`config.mk`:
```
export PLATFORM = sky130hd
export DESIGN_NAME = store_access_arbiter
export DESIGN_NICKNAME = d
export VERILOG_FILES = /design/src/rtl/store_access_arbiter.sv
export SDC_FILE = /design/constraint.sdc
export NUM_CORES = 1
export LEC_CHECK = 0
export ABC_AREA = 1
export BUFFER_PORTS_ARGS = -buffer_cell sky130_fd_sc_hd__buf_4
export CAP_MARGIN = 20
export CORE_MARGIN = 2
export CORE_UTILIZATION = 54
export DETAILED_ROUTE_END_ITERATION = 10
export PLACE_DENSITY = 0.85
export SLEW_MARGIN = 20
export SYNTH_ARGS = -nofsm -noshare
export SYNTH_HDL_FRONTEND = slang
export SYNTH_SLANG_ARGS = --single-unit
```
`constraint.sdc`:
```
create_clock -name clock -period 2.5 [get_ports clock]
set_clock_uncertainty 0.05 [all_clocks]
set_input_delay 0.5 -clock clock [delete_from_list [all_inputs] [get_ports clock]]
set_output_delay 0.5 -clock clock [all_outputs]
set_load 0.01 [all_outputs]
```
`src/rtl/store_access_arbiter.sv`:
```
// rtl/store_access_arbiter.sv - password-gated round-robin arbiter for one shared store port
//
// Optional feature macro: STORE_TIMEOUT_EN (idle-session timeout; release after TIMEOUT_CYCLES
// consecutive cycles in AUTH/SESSION without a confirm from the granted requester).
//
// Ports:
//   clock                 single clock, all logic on posedge
//   reset_n               synchronous active-low reset
//   request[NUM_REQ]      per-requester access request (level)
//   confirm[NUM_REQ]      per-requester confirm strobe
//   data_in[4*NUM_REQ]    requester i drives data_in[4*i+3:4*i]
//   grant[NUM_REQ]        registered one-hot grant
//   data_out[4]           last stored nibble
//   first_output_enable   one-cycle pulse when the stored nibble has LSB = 1
//   second_output_enable  one-cycle pulse when the stored nibble has LSB = 0
//   locked[NUM_REQ]       sticky lockout flags, cleared only by reset
//   busy                  high while in AUTH or SESSION
module store_access_arbiter #(
    parameter int         NUM_REQ        = 4,
    parameter logic [3:0] PASSWORD       = 4'b0110,
    parameter int         MAX_FAILS      = 3,
    parameter int         TIMEOUT_CYCLES = 16
) (
    input  logic                   clock,
    input  logic                   reset_n,
    input  logic [NUM_REQ-1:0]     request,
    input  logic [NUM_REQ-1:0]     confirm,
    input  logic [4*NUM_REQ-1:0]   data_in,
    output logic [NUM_REQ-1:0]     grant,
    output logic [3:0]             data_out,
    output logic                   first_output_enable,
    output logic                   second_output_enable,
    output logic [NUM_REQ-1:0]     locked,
    output logic                   busy
);

    localparam int IW = $clog2(NUM_REQ);
    localparam int FW = $clog2(MAX_FAILS + 1);

    typedef enum logic [1:0] {
        S_IDLE    = 2'd0,
        S_AUTH    = 2'd1,
        S_SESSION = 2'd2,
        S_RELEASE = 2'd3
    } state_t;

    state_t         state, state_n;
    logic [IW-1:0]  ptr, ptr_n;
    logic [IW-1:0]  cur, cur_n;          // index of the currently granted requester
    logic [FW-1:0]  fail_cnt [NUM_REQ];

    logic [NUM_REQ-1:0] grant_n, locked_n;
    logic [3:0]         data_out_n;
    logic               en1_n, en2_n;
    logic               fail_wr;
    logic [FW-1:0]      fail_wr_val;

    logic               any_elig;
    logic [IW-1:0]      pick;
    logic               req_g, conf_g, pass_ok;
    logic [3:0]         data_g;
    logic [FW-1:0]      fail_g, fail_inc;
    logic               timeout_hit;

    // Round-robin scan from ptr. Iterating offsets from high to low lets the
    // lowest offset (closest to the pointer) overwrite earlier matches.
    always_comb begin
        logic [IW:0] s;
        any_elig = 1'b0;
        pick     = '0;
        s        = '0;
        for (int j = NUM_REQ - 1; j >= 0; j--) begin
            s = {1'b0, ptr} + (IW+1)'(j);
            if (s >= (IW+1)'(NUM_REQ))
                s = s - (IW+1)'(NUM_REQ);
            if (request[s[IW-1:0]] && !locked[s[IW-1:0]]) begin
                any_elig = 1'b1;
                pick     = s[IW-1:0];
            end
        end
    end

    // Only the granted requester's inputs are ever observed.
    always_comb begin
        data_g = '0;
        for (int i = 0; i < NUM_REQ; i++)
            if (cur == IW'(i))
                data_g = data_in[4*i +: 4];
    end

    assign req_g    = request[cur];
    assign conf_g   = confirm[cur];
    assign pass_ok  = (data_g == PASSWORD);
    assign fail_g   = fail_cnt[cur];
    assign fail_inc = (fail_g == FW'(MAX_FAILS)) ? fail_g : fail_g + 1'b1;

`ifdef STORE_TIMEOUT_EN
    localparam int TW = $clog2(TIMEOUT_CYCLES + 1);
    logic [TW-1:0] idle_cnt;

    assign timeout_hit = !conf_g && (idle_cnt == TW'(TIMEOUT_CYCLES - 1));

    always_ff @(posedge clock) begin
        if (!reset_n)
            idle_cnt <= '0;
        else if ((state == S_AUTH || state == S_SESSION) && !conf_g &&
                 (state_n == S_AUTH || state_n == S_SESSION))
            idle_cnt <= idle_cnt + 1'b1;
        else
            idle_cnt <= '0;
    end
`else
    // Without the timeout a grant is never revoked for idleness.
    assign timeout_hit = (TIMEOUT_CYCLES < 0);
`endif

    // State register plus all registered outputs.
    always_ff @(posedge clock) begin
        if (!reset_n) begin
            state                <= S_IDLE;
            ptr                  <= '0;
            cur                  <= '0;
            grant                <= '0;
            data_out             <= '0;
            first_output_enable  <= 1'b0;
            second_output_enable <= 1'b0;
            locked               <= '0;
            for (int i = 0; i < NUM_REQ; i++)
                fail_cnt[i] <= '0;
        end else begin
            state                <= state_n;
            ptr                  <= ptr_n;
            cur                  <= cur_n;
            grant                <= grant_n;
            data_out             <= data_out_n;
            first_output_enable  <= en1_n;
            second_output_enable <= en2_n;
            locked               <= locked_n;
            if (fail_wr)
                fail_cnt[cur] <= fail_wr_val;
        end
    end

    // Next-state logic. A request drop outranks a same-cycle confirm.
    always_comb begin
        state_n = state;
        case (state)
            S_IDLE:    if (any_elig) state_n = S_AUTH;
            S_AUTH: begin
                if (!req_g)           state_n = S_IDLE;
                else if (conf_g)      state_n = pass_ok ? S_SESSION : S_RELEASE;
                else if (timeout_hit) state_n = S_RELEASE;
            end
            S_SESSION: begin
                if (!req_g)           state_n = S_IDLE;
                else if (timeout_hit) state_n = S_RELEASE;
            end
            default:                  state_n = S_IDLE;
        endcase
    end

    // Output logic: next values of the registered outputs, plus busy.
    always_comb begin
        grant_n     = grant;
        ptr_n       = ptr;
        cur_n       = cur;
        data_out_n  = data_out;
        en1_n       = 1'b0;
        en2_n       = 1'b0;
        locked_n    = locked;
        fail_wr     = 1'b0;
        fail_wr_val = fail_inc;
        busy        = (state == S_AUTH) || (state == S_SESSION);
        case (state)
            S_IDLE: begin
                grant_n = '0;
                if (any_elig) begin
                    grant_n[pick] = 1'b1;
                    cur_n         = pick;
                    ptr_n         = (pick == IW'(NUM_REQ - 1)) ? '0 : pick + 1'b1;
                end
            end
            S_AUTH: begin
                if (!req_g) begin
                    grant_n = '0;
                end else if (conf_g) begin
                    fail_wr = 1'b1;
                    if (pass_ok) begin
                        fail_wr_val = '0;
                    end else begin
                        grant_n = '0;
                        if (fail_inc == FW'(MAX_FAILS))
                            locked_n[cur] = 1'b1;
                    end
                end else if (timeout_hit) begin
                    grant_n = '0;
                end
            end
            S_SESSION: begin
                if (!req_g) begin
                    grant_n = '0;
                end else if (conf_g) begin
                    data_out_n = data_g;
                    en1_n      = data_g[0];
                    en2_n      = !data_g[0];
                end else if (timeout_hit) begin
                    grant_n = '0;
                end
            end
            default: grant_n = '0;
        endcase
    end

endmodule

```
==> metrics.md <==
| Metric | Value |
|---|---|
| Status | finished clean |
| Initial DRC count | 128 |
| DR pass1 iterations | 4 |
| Routed WL per cell | roughly 12 µm |
| Worst path depth | 12 |
| Die ar. | between 4000 and 5000 µm² |
| Largest family of logic cells by synthesized area | simple AND/OR/NAND/NOR gates |
| Avg Cell Area, Syn | between 6 and 7 µm² |
| Mapped Cells | 284 |
| Post-synthesis sequential area ratio | around 35% |
| RR Startpoint | ptr[0]$_SDFFE_PN0N_ |
| Simple-gate share of the synthesized area | a little over two fifths |
| Worst-Skew Late Latency | about 0.33 ns |
| Gr ovfl total | 0 |
| Vias in the first global route | roughly 1.7k |
| CP Class | reg2reg |
| First-pass GRT wire length | between 7 and 8 mm |
| R2r worst-path depth | 12 |
| Die outline height | roughly 64 µm |
| Setup crit start | ptr[0]$_SDFFE_PN0N_ |
| Avg Vias per Cell | slightly below 5 |
| Initial Utilization | 56.77% |
| Post-synthesis adder-cell area fraction | between 4 and 5% |
| Sw Share | roughly half |
| Clock network fraction of total power | between 10% and 20% |
| Max Clock Freq | 0.4980 GHz |
| Pin count of the biggest net entering global routing | 19 |
| Hold Vio Cnt, Final | 0 |
| Synth Register Bits | 30 |
| Reg2reg end | grant[2]$_SDFFE_PN0P_ |
| Syn nets | about 320 |
| Cell Area, Synth | 1924 µm² |
| CP max-delay cell | dfxtp_1 |
| Total Nets Final | 360 |
| Startpoint Class | flip-flop |
| Final wirelength | between 4 and 5 mm |
| Worst slew pin tran | between 0.3 and 0.4 ns |
| Switch Pwr | 1.149 mW |
| TritonCTS Sinks | 30 |
| GR peak layer | met2 |
| Die width | between 60 and 70 µm |
| Worst ir drop on vdd | approximately 700 µV |
| Seq pwr share | between 20 and 30% |
| IO Pins | a little over 40 |
| Internal power | approximately 1.2 mW |
| CP Buf/Inv Count | 2 |
| Ant. Diodes | 0 |
| PwrDens | ~1000 nW/µm² |
| DRC Markers | 0 |
| Hold Path Class | reg2reg |
| Setup crit end | grant[2]$_SDFFE_PN0P_ |
| CP max FO | 10 |
| Yosys warnings | 0 |
| Leakage | 1.161 nW |
| Unrepaired setup endpoints after global routing | no |
| CTS Hold Buffers Added | 0 |
| Vias | about 1.9k |
| Aggregate global-route resource usage | 23.67% |
| Placement row count | 21 |
| Clock Path Buffers | 2 |
| Worst path cell trace | nand3_1 > nand3_1 > nand2_1 > o21ai_0 > nand2_1 > nand2_1 > inv_1 > ha_1 > inv_1 > nor2_1 > nor2_1 > nor2_1 |
| Final setup viols | 0 |
| CTS Buf Count | 5 |
| Initial antenna violation count | 0 |
| Setup_tns | 0 ns |
| Reg2reg setup slack | approximately 0.49 ns |
| Grt met3 use | 6.250% |
| Met2 Usage GRT | between 40 and 50% |
| Shortest period the worst path allows | ~2 ns |
| Core area | roughly 3400 µm² |
| GR Util met1 | a little under 30% |
| Area grow syn2layout | 20.03% |
| Post_cts resized | 0 |
| Multiplexer area fraction after synthesis | 0% |
| Final ANT Viol Nets | 0 |
| Worst path required time | between 2 and 3 ns |
| Crit path max-delay family | simple AND/OR/NAND/NOR gates |
| CP arrival | roughly 2.2 ns |
| Number of max-cap violations | 0 |
| Slew Limit Fails | 0 |
| Clk slew on worst S/H paths | around 0.10 ns |
| Placer Congestion | 0.8980 |
| HPWL after DPL | approximately 3.4 mm |
| Root buffer cell | clkbuf_4 |
| Synth Area in Compound Gates | under 10% |
| Synth Area in XOR/XNOR | 0% |
| Min Hold Slack | approximately 0.4 ns |
| Port Buffer Count | 40 |
| CTS tree | yes |
| Setup crit end kind | flip-flop |
| Comb pwr share | approximately three fifths |
| Distinct cells, synth | 30 |
| Setup Buffers After CTS | 0 |
| Layout cells sized above 1 | between 20% and 30% |
| Relative max-transition margin | about three quarters |
| Crit-path max cell delay | approximately 0.56 ns |
| Fin crit share | ~80% |
| H-tree Lvls | 2 |
## metal layers
| metal | wire length, µm | part of all wire [%] |
|---|---|---|
| met5 | 0 | 0 |
| met4 | 82 | 1.9 |
| met3 | 328 | 7.6 |
| met2 | 2085 | 48 |
| met1 | 1828 | 42 |
## cells in the mapped netlist, drive strengths merged
library cell,number,area (µm²)
nand4,2,18.77
a31o,1,8.760
o21ai,12,63.81
buf,3,18.76
dfxtp,22,440.4
clkbuf,1,3.750
o22a,1,8.760
a32o,1,10.01
nand3b,1,7.510
ha,7,87.58
inv,45,173.9
a21oi,12,60.06
nand2,92,382.9
nor2,43,212.7
or2,4,25.03
nand3,28,155.2
edfxtp,8,240.2
nor2b,1,6.260
## cell type report
class / count / area, µm²
inverter: 45 / 173.9
fill: 313 / 1080
sequential: 30 / 680.7
multi-input combinational: 205 / 1047
clock buffer: 6 / 41.29
tap: 46 / 57.56
clock inverter: 2 / 8.758
timing repair buffer: 40 / 300.3
## cell usage in the layout (no fill, tap or decap), types with 2 or more instances in the layout
master	count
buf_4	40
inv_1	34
nand2_1	83
nand2_4	3
or2_0	3
nand3_2	3
nor2_2	2
inv_2	9
dfxtp_1	22
edfxtp_1	8
clkbuf_4	5
a21oi_1	12
nor2_4	4
o21ai_0	11
nand2_2	6
nor2_1	36
inv_4	2
ha_1	7
nand3_1	25
## logic make-up after synthesis
logic type,Yosys count
AOI/OAI and AO/OA,27
adders and majority gates,7
buffers and inverters,49
DFF,30
and+or+nand+nor,171
## through the flow
stage / std cells / worst slack (ns) / util, % / cell area (µm²) / total power [mW]
6_report: 374 / 0.4919 / 68.14 / 2310 / 2.351
5_1_grt: 374 / 0.1787 / 68.14 / 2310 / 2.609
4_1_cts: 374 / 0.4960 / 68.14 / 2310 / 2.367
3_5_place_dp: 366 / 0.4992 / 66.67 / 2260 / 2.086
3_3_place_gp: 366 / 0.5164 / 66.67 / 2260 / 2.053
2_1_floorplan: 284 / 0.7803 / - / 1924 / 1.769
## worst min path at each step
stage / to / start / depth (start not counted) / slack [ns]
floorplan: data_out[1]$_SDFFE_PN0P_ / data_out[1]$_SDFFE_PN0P_ / 2 / 0.42
finish: data_out[2]$_SDFFE_PN0P_ / data_out[2]$_SDFFE_PN0P_ / 2 / 0.41
detailed placement: data_out[2]$_SDFFE_PN0P_ / data_out[2]$_SDFFE_PN0P_ / 2 / 0.39
CTS: second_output_enable$_SDFF_PN0_ / data_in[12] / 4 / 0.40
global placement: data_out[2]$_SDFFE_PN0P_ / data_out[2]$_SDFFE_PN0P_ / 2 / 0.39
global route: data_out[2]$_SDFFE_PN0P_ / data_out[2]$_SDFFE_PN0P_ / 2 / 0.44
## power groups by stage
stage          clock network, mW  logic [mW]  registers, mW
3_3_place_gp                   0        1.35          0.708
3_5_place_dp                   0        1.38          0.711
6_report                   0.272        1.38          0.700
2_1_floorplan                  0        1.09          0.681
5_1_grt                    0.300        1.59          0.715
4_1_cts                    0.282        1.39          0.700
## flip-flops by register name, summed over array words and instances (netlist names), named ones only
signal                count
second_output_enable      1
locked                    4
grant                     4
data_out                  4
ptr                       2
state                     2
cur                       2
fail_cnt                  8
first_output_enable       1
## worst reg2reg max path, stage by stage, from the launching register on
cell and delay, ns:
dfxtp_1 0.56, nand3_1 0.21, nand3_1 0.13, nand2_1 0.10, o21ai_0 0.17, nand2_1 0.09
nand2_1 0.14, inv_1 0.07, ha_1 0.18, inv_1 0.05, nor2_1 0.04, nor2_1 0.09
nor2_1 0.05
Power figures use the tool's default switching activity.
